**src/rtl/riscv_pipe_pkg.sv**
```systemverilog
// Shared pipeline definitions: hazard FSM encoding, forwarding selects and
// the ResultSrc encoding that marks a load.
package riscv_pipe_pkg;

  typedef enum logic {
    ST_RUN      = 1'b0,
    ST_MEM_WAIT = 1'b1
  } hz_state_e;

  localparam logic [1:0] FWD_RF      = 2'b00;
  localparam logic [1:0] FWD_WB      = 2'b01;
  localparam logic [1:0] FWD_MEM     = 2'b10;
  localparam logic [1:0] RESULT_LOAD = 2'b01;

  // The whole pipeline freezes while a data-memory access is outstanding.
  function automatic logic mem_freeze(input hz_state_e st, input logic req, input logic ready);
    logic f;
    if (st == ST_MEM_WAIT) begin
      f = ~ready;
    end else begin
      f = req & ~ready;
    end
    return f;
  endfunction

endpackage

```
**src/rtl/forward_unit.sv**
```systemverilog
// Execute-stage operand bypass selection; purely combinational, the memory
// stage result has priority over the writeback result.
module forward_unit
  import riscv_pipe_pkg::*;
#(
  parameter int REG_ADDR_WIDTH = 5
) (
  input  logic [REG_ADDR_WIDTH-1:0] rs1_E,
  input  logic [REG_ADDR_WIDTH-1:0] rs2_E,
  input  logic [REG_ADDR_WIDTH-1:0] rd_M,
  input  logic [REG_ADDR_WIDTH-1:0] rd_W,
  input  logic                      RegWrite_M,
  input  logic                      RegWrite_W,
  output logic [1:0]                ForwardA_E,
  output logic [1:0]                ForwardB_E
);

  logic m_valid_s;
  logic w_valid_s;

  assign m_valid_s = RegWrite_M & (rd_M != '0);
  assign w_valid_s = RegWrite_W & (rd_W != '0);

  // Operand A source select
  always_comb begin
    ForwardA_E = FWD_RF;
    if (m_valid_s && (rd_M == rs1_E)) begin
      ForwardA_E = FWD_MEM;
    end else if (w_valid_s && (rd_W == rs1_E)) begin
      ForwardA_E = FWD_WB;
    end else begin
      ForwardA_E = FWD_RF;
    end
  end

  // Operand B source select
  always_comb begin
    ForwardB_E = FWD_RF;
    if (m_valid_s && (rd_M == rs2_E)) begin
      ForwardB_E = FWD_MEM;
    end else if (w_valid_s && (rd_W == rs2_E)) begin
      ForwardB_E = FWD_WB;
    end else begin
      ForwardB_E = FWD_RF;
    end
  end

endmodule

```
**src/rtl/hazard_ctrl.sv**
```systemverilog
// Pipeline hazard controller: load-use stall, branch flush, memory-wait freeze
// with timeout, and operand forwarding. Define HAZARD_PERF_EN for perf counters.
module hazard_ctrl
  import riscv_pipe_pkg::*;
#(
  parameter int REG_ADDR_WIDTH  = 5,
  parameter int RESULTSRC_WIDTH = 2,
  parameter int TIMEOUT_WIDTH   = 8,
  parameter int MEM_TIMEOUT     = 255
) (
  input  logic                       clk,
  input  logic                       rst_n,
  input  logic [REG_ADDR_WIDTH-1:0]  rs1_D,
  input  logic [REG_ADDR_WIDTH-1:0]  rs2_D,
  input  logic [REG_ADDR_WIDTH-1:0]  rs1_E,
  input  logic [REG_ADDR_WIDTH-1:0]  rs2_E,
  input  logic [REG_ADDR_WIDTH-1:0]  rd_E,
  input  logic [REG_ADDR_WIDTH-1:0]  rd_M,
  input  logic [REG_ADDR_WIDTH-1:0]  rd_W,
  input  logic                       RegWrite_M,
  input  logic                       RegWrite_W,
  input  logic [RESULTSRC_WIDTH-1:0] ResultSrc_E,
  input  logic                       PCSrc_E,
  input  logic                       dmem_req_M,
  input  logic                       dmem_ready,
  output logic                       Stall_F,
  output logic                       Stall_D,
  output logic                       Stall_E,
  output logic                       Stall_M,
  output logic                       Flush_D,
  output logic                       Flush_E,
  output logic [1:0]                 ForwardA_E,
  output logic [1:0]                 ForwardB_E,
  output logic                       mem_err
`ifdef HAZARD_PERF_EN
  ,
  output logic [31:0]                perf_stall_cnt,
  output logic [31:0]                perf_flush_cnt
`endif
);

  localparam logic [TIMEOUT_WIDTH-1:0]   TIMEOUT_LIM = TIMEOUT_WIDTH'(MEM_TIMEOUT);
  localparam logic [RESULTSRC_WIDTH-1:0] LOAD_ENC    = RESULTSRC_WIDTH'(RESULT_LOAD);

  hz_state_e                state_q;
  hz_state_e                state_d;
  logic [TIMEOUT_WIDTH-1:0] cnt_q;
  logic [TIMEOUT_WIDTH-1:0] cnt_d;
  logic                     mem_err_q;
  logic                     mem_err_d;
  logic                     freeze_s;
  logic                     lw_stall_s;

  assign freeze_s   = mem_freeze(state_q, dmem_req_M, dmem_ready);
  assign lw_stall_s = (ResultSrc_E == LOAD_ENC) && (rd_E != '0) &&
                      ((rd_E == rs1_D) || (rd_E == rs2_D));

  // Memory-wait FSM next state; a ready in the timeout cycle wins over the error
  always_comb begin
    state_d   = state_q;
    cnt_d     = cnt_q;
    mem_err_d = 1'b0;
    case (state_q)
      ST_RUN: begin
        if (dmem_req_M && !dmem_ready) begin
          state_d = ST_MEM_WAIT;
          cnt_d   = '0;
        end else begin
          state_d = ST_RUN;
        end
      end
      ST_MEM_WAIT: begin
        if (dmem_ready) begin
          state_d = ST_RUN;
        end else if (cnt_q == TIMEOUT_LIM) begin
          state_d   = ST_RUN;
          mem_err_d = 1'b1;
        end else begin
          cnt_d = cnt_q + TIMEOUT_WIDTH'(1);
        end
      end
      default: begin
        state_d = ST_RUN;
        cnt_d   = '0;
      end
    endcase
  end

  // FSM state, wait counter and registered error pulse
  always_ff @(posedge clk or negedge rst_n) begin
    if (!rst_n) begin
      state_q   <= ST_RUN;
      cnt_q     <= '0;
      mem_err_q <= 1'b0;
    end else begin
      state_q   <= state_d;
      cnt_q     <= cnt_d;
      mem_err_q <= mem_err_d;
    end
  end

  assign mem_err = mem_err_q;

  // Stall/flush steering: freeze overrides hazards, flush beats load-use stall
  always_comb begin
    Stall_F = 1'b0;
    Stall_D = 1'b0;
    Stall_E = 1'b0;
    Stall_M = 1'b0;
    Flush_D = 1'b0;
    Flush_E = 1'b0;
    if (freeze_s) begin
      Stall_F = 1'b1;
      Stall_D = 1'b1;
      Stall_E = 1'b1;
      Stall_M = 1'b1;
    end else if (rst_n) begin
      Stall_F = lw_stall_s & ~PCSrc_E;
      Stall_D = lw_stall_s & ~PCSrc_E;
      Flush_D = PCSrc_E;
      Flush_E = lw_stall_s | PCSrc_E;
    end else begin
      Flush_D = 1'b0;
    end
  end

  forward_unit #(
    .REG_ADDR_WIDTH(REG_ADDR_WIDTH)
  ) u_forward_unit (
    .rs1_E      (rs1_E),
    .rs2_E      (rs2_E),
    .rd_M       (rd_M),
    .rd_W       (rd_W),
    .RegWrite_M (RegWrite_M),
    .RegWrite_W (RegWrite_W),
    .ForwardA_E (ForwardA_E),
    .ForwardB_E (ForwardB_E)
  );

`ifdef HAZARD_PERF_EN
  logic [31:0] stall_cnt_q;
  logic [31:0] stall_cnt_d;
  logic [31:0] flush_cnt_q;
  logic [31:0] flush_cnt_d;
  logic        stall_hit_s;
  logic        flush_hit_s;

  // Same events as Stall_F/Flush_D but without the reset gating
  assign stall_hit_s = freeze_s | (lw_stall_s & ~PCSrc_E);
  assign flush_hit_s = ~freeze_s & PCSrc_E;

  // Saturating event counters next value
  always_comb begin
    stall_cnt_d = stall_cnt_q;
    flush_cnt_d = flush_cnt_q;
    if (stall_hit_s && (stall_cnt_q != 32'hFFFF_FFFF)) begin
      stall_cnt_d = stall_cnt_q + 32'd1;
    end else begin
      stall_cnt_d = stall_cnt_q;
    end
    if (flush_hit_s && (flush_cnt_q != 32'hFFFF_FFFF)) begin
      flush_cnt_d = flush_cnt_q + 32'd1;
    end else begin
      flush_cnt_d = flush_cnt_q;
    end
  end

  // Performance counter registers
  always_ff @(posedge clk or negedge rst_n) begin
    if (!rst_n) begin
      stall_cnt_q <= 32'd0;
      flush_cnt_q <= 32'd0;
    end else begin
      stall_cnt_q <= stall_cnt_d;
      flush_cnt_q <= flush_cnt_d;
    end
  end

  assign perf_stall_cnt = stall_cnt_q;
  assign perf_flush_cnt = flush_cnt_q;
`endif

endmodule

```
**config.mk**
```make
export PLATFORM = sky130hd
export DESIGN_NAME = hazard_ctrl
export DESIGN_NICKNAME = d
export VERILOG_FILES = /design/src/rtl/riscv_pipe_pkg.sv /design/src/rtl/forward_unit.sv /design/src/rtl/hazard_ctrl.sv
export SDC_FILE = /design/constraint.sdc
export NUM_CORES = 1
export LEC_CHECK = 0
export ABC_CLOCK_PERIOD_IN_PS = 1600
export BUFFER_PORTS_ARGS = -buffer_cell sky130_fd_sc_hd__buf_2
export CAP_MARGIN = 30
export CORE_MARGIN = 2
export CORE_UTILIZATION = 41
export CTS_BUF_LIST = sky130_fd_sc_hd__clkbuf_4 sky130_fd_sc_hd__clkbuf_8
export DETAILED_ROUTE_END_ITERATION = 8
export PLACE_DENSITY_LB_ADDON = 0.25
export SLEW_MARGIN = 20
export SYNTH_ARGS = -nofsm -noshare
export SYNTH_HDL_FRONTEND = slang
export SYNTH_SLANG_ARGS = --single-unit
export TNS_END_PERCENT = 10
```
**constraint.sdc**
```tcl
create_clock -name clk -period 1.6 [get_ports clk]
set_input_delay 0.08 -clock clk [delete_from_list [all_inputs] [get_ports clk]]
set_output_delay 0.08 -clock clk [all_outputs]
set_load 0.01 [all_outputs]
```
==> metrics, run 1 <==
number of global-route vias before repair approximately 1000; Startpoint Class flop; Final Setup Violations 0; I/O Buffers 54; worst slew pin tran 0.4536 ns; Tot GR Track Use between 10% and 20%; Seq cells post-synth 10; Ports 55; adder and majority gate portion of the synthesized area 1.252%; met2 routed WL ~1500 µm; peak supply drop 369.1 µV; Synth Net Count 154; core area 2255 µm²; CTS Sinks 10; min-delay src dmem_ready; post-synthesis sequential area ratio approximately 25%; Avg Cell Area, Syn 9.172 µm²; remaining antenna violation count after routing 0; multiplexer share of the synthesized area 2.253%; Detail Placement HPWL 2241 µm; per-cell routed wire length about 13 µm; # DRC 0; family with the most delay on the worst path simple AND/OR/NAND/NOR gates; Setup Crit Path Kind reg2reg; Mapped Cells 109; Worst-path clk slew approximately 0.07 ns; multi-input logic area around 750 µm²; vias 1063; setup slack, reg-to-reg 0.03 ns; top routing layer used met4; critical path capture point type flop; Final Max Slew Viols 0; Final Non-Filler Cells around 200; share of the synthesized area in the top cell type 25.03%; worst reg2reg path depth 5; Layout Nets between 200 and 250; Max Cap Viol 0; grt total ovfl 0; first-pass GRT wire length roughly 4000 µm; drt pass-1 iters 4; hold path depth 3; ys flop type dfrtp_1; placed insts ~200; R2R Path Start cnt_q[1]; Synth Cell Area about 1000 µm²; Leakage 0.6675 nW; Min-Delay Path Class in2reg; ys async rst share 100.0%; CTS root buffer clkbuf_4; vias per cell 5.289; WL met3 109 µm; PD cells approximately 520 nW/µm²; Storage cell area 251.5 µm²; final worst-path cycle share between 90 and 100%; starting density of the core 44.34%; Data required, critical path 1.79 ns; clk buf depth 2; Compound-Gate Fraction of Synth Area 15.27%; post-synthesis xor/xnor area fraction between 20% and 30%; WL final between 2000 and 3000 µm; Post-synth EDFFs 0; most frequent cell after synthesis xor2_1; die footprint ~2800 µm²; Simple-Gate Fraction of Synth Area 25.03%; worst path cell trace ha_2 -> nand4_1 -> o21ai_4 -> or4_4 -> a21oi_2; initial antenna violation count 0; die height between 50 and 60 µm; slowest stage cell, crit path or4_4; share of cells above drive strength 1 47.98%; Arr. time, crit path between 1.5 and 2 ns; post-placement cell area 1335 µm²; RSZ-0062 raised after global routing true; worst rel slew slack between 60% and 70%; clock buffer count from CTS 3; cell taking the most area after synthesis dfrtp_1; status finished, final reports clean; CTS tree done; final hold vios 0; crit-path max cell delay approximately 0.5 ns; M1 WL 1092 µm; Final Instance Area 1416 µm²; Routability Congestion 0.8073; n_diodes 0; largest net degree at the start of global routing 12; # fillers 218; crit path buf inv count 0; reg2reg end cnt_q[7]; crit path max fanout 7; Die Wd 53.38 µm; Max Fclk ~0.64 GHz; Hold Path Sink mem_err; commonest cells in the netlist xor2_1 (25), dfrtp_1 (10), nor2_1 (7), or4_1 (7), xnor2_1 (7); minimum clock period about 1.6 ns; count of different cell masters after synthesis 37; number of DRC markers in iteration 0 12; Skew-Pair Late Insertion Delay 0.26 ns; # H-tree levels 1; FP Rows 17; skew final 0.01237 ns; yosys warns 0; largest family of logic cells by synthesized area XOR/XNOR gates; Area Overhead vs Synth 41.68%; Synth area leaders dfrtp_1 (25%), xor2_1 (22%), xnor2_1 (6.1%)
worst max path at each step:
| stage | startpoint | to | slack, ns | cells past startpoint |
|---|---|---|---|---|
| finish | cnt_q[1] | cnt_q[7] | 0.03 | 5 |
| CTS | cnt_q[0] | cnt_q[7] | 0.003 | 5 |
| detailed placement | cnt_q[0] | cnt_q[7] | 0.001 | 5 |
| floorplan | cnt_q[0] | cnt_q[5] | 0.05 | 5 |
| global placement | cnt_q[0] | cnt_q[5] | 0.07 | 5 |
| global route | cnt_q[1] | cnt_q[7] | -0.03 | 5 |
stage by stage:
step | power, mW | hold WS (ns) | utilization (%) | worst slack [ns] | TNS, ns
after floorplan | 0.4283 | -0.2156 | - | 0.04809 | 0
after global placement | 0.5580 | 0.05952 | 59.21 | 0.06911 | 0
after detailed placement | 0.5662 | 0.06437 | 59.21 | 0.001057 | 0
after CTS | 0.7396 | 0.1491 | 61.38 | 0.002811 | 0
after global routing | 0.7984 | 0.1616 | 62.82 | -0.02751 | -0.04356
final | 0.7416 | 0.1486 | 62.82 | 0.02629 | 0
metal layers:
metal / up-vias / GRT usage [%]
li1: 535 / -
met1: 494 / 22.22
met2: 32 / 35.60
met3: 2 / 4.237
met4: 0 / 2.564
met5: - / 0
worst register-to-register path, cell delays in order, from the launching register on:
cell	delay (ns)
dfrtp_1	0.38
ha_2	0.22
nand4_1	0.18
o21ai_4	0.10
or4_4	0.50
a21oi_2	0.15
cells by family (layout without fill, tap and decap cells):
kind of cell	after synthesis	in the layout
XOR/XNOR	32	32
multiplexers	2	2
flip-flops	10	10
AO/OA/AOI/OAI	19	19
adder cells (fa/ha/maj)	1	1
AND/OR/NAND/NOR	40	40
buffers and inverters	5	69
layout by cell type, fill, tap and decap left out, types with 2 or more instances in the layout:
cell,netlist,routed
clkbuf_4,0,3
mux2_2,2,2
inv_1,2,2
o21ai_0,2,2
buf_4,2,8
nand4_1,3,3
or4_1,7,5
nor4_1,2,2
o41ai_2,0,2
nand3_1,6,6
o31ai_1,2,2
buf_2,0,54
nor3_1,3,3
a21oi_2,0,2
a22o_1,2,2
nor2_1,7,7
nor4_2,2,2
nand2_1,2,2
or4_4,0,2
xor2_1,25,25
dfrtp_1,10,9
xnor2_1,7,7
what timing repair did:
item | 4_1_cts | 5_1_grt
setup buffers | 2 | 0
pin swaps | 1 | 2
resized for setup | 1 | 7
hold buffers | 1 | 0
endpoints found under the setup margin | 1 | 3
endpoints found under the hold margin | 10 | 0
registers in the layout, indices dropped and copies added, names as in the netlist:
name / cells
state_q: 1
mem_err: 1
cnt_q: 8
layout make-up:
| cell class | count | share of cell area, % |
|---|---|---|
| multi-input cells | 94 | 53.00 |
| repair buffers | 63 | 24.03 |
| flip-flops and latches | 10 | 17.76 |
| well taps | 28 | 2.473 |
| clock buffers | 3 | 1.590 |
| inverters | 3 | 1.148 |
power by group:
group	internal, mW	leakage [nW]	switching (mW)
clock network	0.0863	0.0138	0.0775
logic	0.151	0.519	0.141
registers	0.269	0.135	0.0167
total	0.507	0.667	0.235
Power figures use the tool's default switching activity.
==> run 2, diff against run 1 <==
--- a/config.mk
+++ b/config.mk
@@ -8,9 +8,11 @@
 export ABC_CLOCK_PERIOD_IN_PS = 1600
 export BUFFER_PORTS_ARGS = -buffer_cell sky130_fd_sc_hd__buf_2
 export CAP_MARGIN = 30
+export CELL_PAD_IN_SITES_DETAIL_PLACEMENT = 1
+export CELL_PAD_IN_SITES_GLOBAL_PLACEMENT = 1
 export CORE_MARGIN = 2
-export CORE_UTILIZATION = 41
-export CTS_BUF_LIST = sky130_fd_sc_hd__clkbuf_4 sky130_fd_sc_hd__clkbuf_8
+export CORE_UTILIZATION = 28
+export CTS_BUF_LIST = sky130_fd_sc_hd__clkbuf_16
 export DETAILED_ROUTE_END_ITERATION = 8
 export PLACE_DENSITY_LB_ADDON = 0.25
 export SLEW_MARGIN = 20
==> run 2 against run 1 <==
Net effect:
- first-iteration DRC count grew 83%
- hold slack gained 0.049 ns
- critical path depth shrank 1
- global-route usage shrank 1.8 points
- via count grew 2.7%
- clock-buffer cell count is the same
- clock skew shrank 0.012 ns
- die area grew 43%
- cell count grew 9.5%
- setup slack gained 0.016 ns
- design area grew 7.6%
- critical path type is now reg2out
- critical endpoint is now Flush_E
==> metrics, run 2 (synthesis results as in run 1) <==
Data required, critical path 1.52 ns (was 1.79 ns); Final Max Slew Viols 0 (unchanged); FP Rows 21 (was 17); clock buffer count from CTS 3 (unchanged); Layout Nets 221 (was 220); Final Non-Filler Cells 220 (was 201); Area Overhead vs Synth 52.44% (was 41.68%); Min-Delay Path Class in2reg (unchanged); Max Cap Viol 0 (unchanged); minimum clock period 1.558 ns (was 1.574 ns); Skew-Pair Late Insertion Delay 0.23 ns (was 0.26 ns); I/O Buffers 54 (unchanged); Final Setup Violations 0 (unchanged); PD cells 670.0 nW/µm² (was 523.6 nW/µm²); remaining antenna violation count after routing 0 (unchanged); Worst-path clk slew 0.04 ns (was 0.07 ns); switching pwr 0.2762 mW (was 0.2351 mW); Largest register FFs 8 (unchanged); peak supply drop 742.4 µV (was 369.1 µV); Setup Crit Path Kind reg2out (was reg2reg); number of global-route vias before repair 1191 (was 996); Leakage 0.7007 nW (was 0.6675 nW); # H-tree levels 1 (unchanged); grt total ovfl 0 (unchanged); # DRC 0 (unchanged); sequential share of power 29.3% (was 38.6%); skew final 0.0007201 ns (was 0.01237 ns); Die Wd 63.75 µm (was 53.38 µm); RSZ-0062 raised after global routing true (unchanged); Detail Placement HPWL 2820 µm (was 2241 µm); die footprint 4064 µm² (was 2849 µm²); Routability Congestion 0.8604 (was 0.8073); crit path max fanout 5 (was 7); Cell Int Power 0.7448 mW (was 0.5065 mW); Arr. time, crit path 1.48 ns (was 1.77 ns); number of DRC markers in iteration 0 22 (was 12); commonest non-fill, non-tap cell in the layout buf_2 (unchanged); share of cells above drive strength 1 49.43% (was 47.98%); final setup margin 0.04224 ns (was 0.02629 ns); worst rel slew slack 70.17% (was 69.48%); Clk pwr share 42.1% (was 22.1%); per-cell routed wire length 15.20 µm (was 13.41 µm); CTS tree done (unchanged); die height 63.75 µm (was 53.38 µm); worst slew pin tran 0.4434 ns (was 0.4536 ns); core area 3390 µm² (was 2255 µm²); Placement Setup Slack -0.01581 ns (was 0.001057 ns); starting density of the core 29.49% (was 44.34%); drt pass-1 iters 3 (was 4); CTS root buffer clkbuf_16 (was clkbuf_4); Startpoint Class flop (unchanged); Most flops, register cnt_q (unchanged); final hold vios 0 (unchanged); vias per cell 4.964 (was 5.289); WL final 3344 µm (was 2695 µm); placed insts 216 (was 195); switch share 27.05% (was 31.70%); Tot GR Track Use 17.27% (was 19.05%); initial antenna violation count 0 (unchanged); Max Fclk 0.6419 GHz (was 0.6354 GHz); first-pass GRT wire length 5499 µm (was 3981 µm); critical path capture point type output port (was flop); clk buf depth 2 (unchanged); Comb pwr share 28.7% (was 39.3%); largest net degree at the start of global routing 11 (was 12); n_diodes 0 (unchanged); CTS Sinks 10 (unchanged); most frequent cells in the layout buf_2 (54), xor2_1 (25), buf_4 (9) (was buf_2 (54), xor2_1 (25), dfrtp_1 (9)); vias 1092 (was 1063); Ports 55 (unchanged); status finished, final reports clean (unchanged); final worst-path cycle share 97.36% (was 98.36%)
[run 2: routing by layer]
layer	wire [µm]	track usage (%)
met5	0	0
met4	32	3.261
met3	199	5.106
met2	1800	31.84
met1	1312	19.72
[run 2: per-stage QoR]
| step | TNS, ns | cell area (µm²) | utilization (%) | power, mW | hold WS, ns |
|---|---|---|---|---|---|
| after floorplan | 0 | 999.7 | - | 0.4283 | -0.2156 |
| after global placement | 0 | 1380 | 40.72 | 0.5647 | 0.07087 |
| after detailed placement | -0.03081 | 1380 | 40.72 | 0.5765 | 0.08082 |
| after CTS | 0 | 1486 | 43.85 | 1.028 | 0.1910 |
| after global routing | -0.1095 | 1524 | 44.96 | 1.086 | 0.2108 |
| final | 0 | 1524 | 44.96 | 1.021 | 0.1975 |
[run 2: power by group through the flow]
stage / sequential (mW) / combinational (mW) / clock (mW)
final: 0.299 / 0.293 / 0.430
after global routing: 0.301 / 0.330 / 0.455
after CTS: 0.298 / 0.292 / 0.437
after detailed placement: 0.296 / 0.281 / 0
after global placement: 0.293 / 0.272 / 0
after floorplan: 0.292 / 0.136 / 0
[run 2: worst paths after layout]
path	from	endpoint	slack, ns	cells after the start
max	state_q	Flush_E	0.04	4
min	dmem_ready	mem_err	0.20	3
max reg2reg	cnt_q[1]	cnt_q[5]	0.05	5
min reg2reg	cnt_q[6]	cnt_q[6]	0.54	1
max in group asynchronous	rst_n	cnt_q[1]	1.08	3
min in group asynchronous	rst_n	mem_err	0.36	3
[run 2: area by class of cell]
type                    count  area [µm²]
clock buffers               3       75.07
multi-input cells          94       773.2
fillers                   410        1866
inverters                   3       16.27
well taps                  46       57.56
flip-flops and latches     10       254.0
repair buffers             64       347.8
[run 2: timing repair]
action,in CTS,in global routing
resized for setup,4,8
endpoints found under the setup margin,3,9
hold buffers,1,0
pin swaps,1,4
buffers inserted,0,0
endpoints found under the hold margin,10,0
gates cloned,0,0
[run 2: critical path, stage by stage (launching register included)]
cell,delay (ns)
dfrtp_2,0.44
o21bai_4,0.16
clkinv_4,0.11
o41ai_4,0.35
buf_2,0.18
==> run 3, diff against run 2 <==
--- a/config.mk
+++ b/config.mk
@@ -8,10 +8,8 @@
 export ABC_CLOCK_PERIOD_IN_PS = 1600
 export BUFFER_PORTS_ARGS = -buffer_cell sky130_fd_sc_hd__buf_2
 export CAP_MARGIN = 30
-export CELL_PAD_IN_SITES_DETAIL_PLACEMENT = 1
-export CELL_PAD_IN_SITES_GLOBAL_PLACEMENT = 1
 export CORE_MARGIN = 2
-export CORE_UTILIZATION = 28
+export CORE_UTILIZATION = 40
 export CTS_BUF_LIST = sky130_fd_sc_hd__clkbuf_16
 export DETAILED_ROUTE_END_ITERATION = 8
 export PLACE_DENSITY_LB_ADDON = 0.25
==> run 3 against run 2 <==
Net effect:
- the flow now finishes with violations (setup timing)
- cell count shrank 6.8%
- clock power increased by 3%
- global-route usage up 0.78 points
- clock skew rose by 0.0031 ns
- register-to-register slack got worse by 0.09 ns
- design area down 3.9%
- sequential share of layout area up 0.58 points
- maximum frequency fell by 5.0%
- sequential power shrank 3%
- power rose by 0.21%
- critical path depth increased by 1
- via count grew 1.6%
- critical path type is now reg2reg
- largest power group unchanged
==> metrics, run 3 (synthesis results as in run 1) <==
commonest non-fill, non-tap cell in the layout buf_2 (unchanged); clock buffer count from CTS 3 (unchanged); M1 WL 1080 µm (was 1312 µm); final hold slack 0.1886 ns (was 0.1975 ns); # H-tree levels 1 (unchanged); clk buf depth 2 (unchanged); Final Setup Violations 1 (was 0); hold path depth 3 (unchanged); final hold vios 0 (unchanged); Largest register FFs 8 (unchanged); Storage cell area 252.7 µm² (was 254.0 µm²); Die Wd 53.99 µm (was 63.75 µm); Max Cap Viol 0 (unchanged); Final Instance Area 1465 µm² (was 1524 µm²); CTS tree done (unchanged); die height 53.99 µm (was 63.75 µm); Fin Setup TNS -0.04043 ns (was 0 ns); crit-path max cell delay 0.52 ns (was 0.44 ns); status complete, but fails checks (was finished, final reports clean); CTS root buffer clkbuf_16 (unchanged); WL final 2688 µm (was 3344 µm); Most flops, register cnt_q (unchanged); peak supply drop 563.1 µV (was 742.4 µV); Routability Congestion 0.7604 (was 0.8604); initial antenna violation count 0 (unchanged); core area 2432 µm² (was 3390 µm²); Leakage 0.6875 nW (was 0.7007 nW); Min-Delay Path Class in2reg (unchanged); setup slack, reg-to-reg -0.04 ns (was 0.05 ns); die footprint 2915 µm² (was 4064 µm²); final worst-path cycle share 102.5% (was 97.36%); Final Non-Filler Cells 205 (was 220); final setup margin -0.04043 ns (was 0.04224 ns); vias per cell 5.410 (was 4.964); placed insts 196 (was 216); Setup Crit Path Kind reg2reg (was reg2out); share of cells above drive strength 1 46.29% (was 49.43%); FP Rows 18 (was 21); post-placement cell area 1330 µm² (was 1380 µm²); RSZ-0062 raised after global routing true (unchanged); per-cell routed wire length 13.11 µm (was 15.20 µm); critical path capture point type flop (was output port); Data required, critical path 1.76 ns (was 1.52 ns); most frequent cells in the layout buf_2 (54), xor2_1 (25), buf_4 (9) (unchanged); skew final 0.003845 ns (was 0.0007201 ns); Area Overhead vs Synth 46.56% (was 52.44%); n_diodes 0 (unchanged); Startpoint Class flop (unchanged); largest net degree at the start of global routing 12 (was 11); multi-input logic area 732.0 µm² (was 773.2 µm²); Detail Placement HPWL 2034 µm (was 2820 µm); Max Fclk 0.6096 GHz (was 0.6419 GHz); number of DRC markers in iteration 0 11 (was 22); WL met3 175 µm (was 199 µm); starting density of the core 41.10% (was 29.49%); crit path max fanout 6 (was 5); drt pass-1 iters 4 (was 3); Layout Nets 221 (unchanged); top routing layer used met4 (unchanged); worst reg2reg path depth 5 (unchanged); worst slew pin tran 0.4517 ns (was 0.4434 ns); minimum clock period 1.640 ns (was 1.558 ns); family with the most delay on the worst path simple AND/OR/NAND/NOR gates (was compound AO/OA/AOI/OAI gates); remaining antenna violation count after routing 0 (unchanged); worst rel slew slack 69.61% (was 70.17%); vias 1109 (was 1092); crit path buf inv count 0 (was 2); Hold Path Sink mem_err (unchanged); # DRC 0 (unchanged); first-pass GRT wire length 3801 µm (was 5499 µm); number of global-route vias before repair 917 (was 1191); R2R Path Start cnt_q[0] (was cnt_q[1]); Ports 55 (unchanged); Worst-path clk slew 0.04 ns (about the same); CTS Sinks 10 (unchanged); Tot GR Track Use 18.05% (was 17.27%); min-delay src dmem_ready (unchanged); Final Max Slew Viols 0 (unchanged); Skew-Pair Late Insertion Delay 0.24 ns (was 0.23 ns); grt total ovfl 0 (unchanged); met2 routed WL 1382 µm (was 1800 µm); # fillers 219 (was 410); Arr. time, crit path 1.81 ns (was 1.48 ns); PD cells 698.3 nW/µm² (was 670.0 nW/µm²); slowest stage cell, crit path or4_1 (was dfrtp_2); reg2reg end cnt_q[7] (was cnt_q[5]); I/O Buffers 54 (unchanged); violated checks setup timing; worst path cell trace ha_2 -> nand4_1 -> o21ai_4 -> or4_1 -> a21oi_2 (was o21bai_4 -> clkinv_4 -> o41ai_4 -> buf_2)
==> run 3: cell count changes in the layout (fill, tap and decap cells not counted) <==
cell and delta:
o31ai_1 +1, o41ai_1 +1, dfrtp_2 -1, or4_1 +2
ha_4 -1, dfrtp_1 +1, clkinv_1 +1, o41ai_4 -1
or4_4 -2, ha_2 +1, o31ai_2 -1
==> run 3: area by class of cell <==
| class | count | area share (%) |
|---|---|---|
| clock buffers | 3 | 5.124 |
| repair buffers | 64 | 23.74 |
| multi-input cells | 94 | 49.96 |
| well taps | 30 | 2.562 |
| flip-flops and latches | 10 | 17.25 |
| clock inverters | 1 | 0.2562 |
| inverters | 3 | 1.110 |
==> run 3: per-layer routing <==
layer / vias to the layer above / GRT usage, %
li1: 539 / -
met1: 512 / 21.38
met2: 52 / 30.69
met3: 6 / 3.889
met4: 0 / 8.750
met5: - / 0
==> run 3: power by group <==
group	switching, mW	internal (mW)	total, mW	leakage [nW]
Combinational	0.137	0.150	0.288	0.516
Clock	0.117	0.327	0.444	0.0385
Sequential	0.0206	0.271	0.291	0.133
==> run 3: how the worst max path moves through the flow <==
stage | depth (start not counted) | end | from
after floorplan | 5 | cnt_q[5] | cnt_q[0]
after global placement | 5 | cnt_q[7] | cnt_q[0]
after detailed placement | 5 | cnt_q[7] | cnt_q[0]
after CTS | 4 | Flush_E | state_q
after global routing | 5 | cnt_q[7] | state_q
final | 5 | cnt_q[7] | cnt_q[0]
==> run 3: through the flow <==
step / setup slack [ns] / total power [mW] / utilization, %
after global placement: 0.05832 / 0.5541 / 54.68
after CTS: 0.03325 / 1.022 / 59.10
after floorplan: 0.04809 / 0.4283 / -
after detailed placement: -0.0003937 / 0.5658 / 54.68
after global routing: -0.09120 / 1.083 / 60.24
final: -0.04043 / 1.023 / 60.24
==> run 3: tightest hold or removal path: stages <==
cell,delay [ns]
buf_2,0.13
or2b_1,0.13
nor2_1,0.04
==> run 3: timing repair <==
action,CTS,global route
resized for setup,3,2
buffers inserted,1,3
pin swaps,2,4
endpoints found under the setup margin,2,5
hold buffers,1,0
endpoints found under the hold margin,10,0
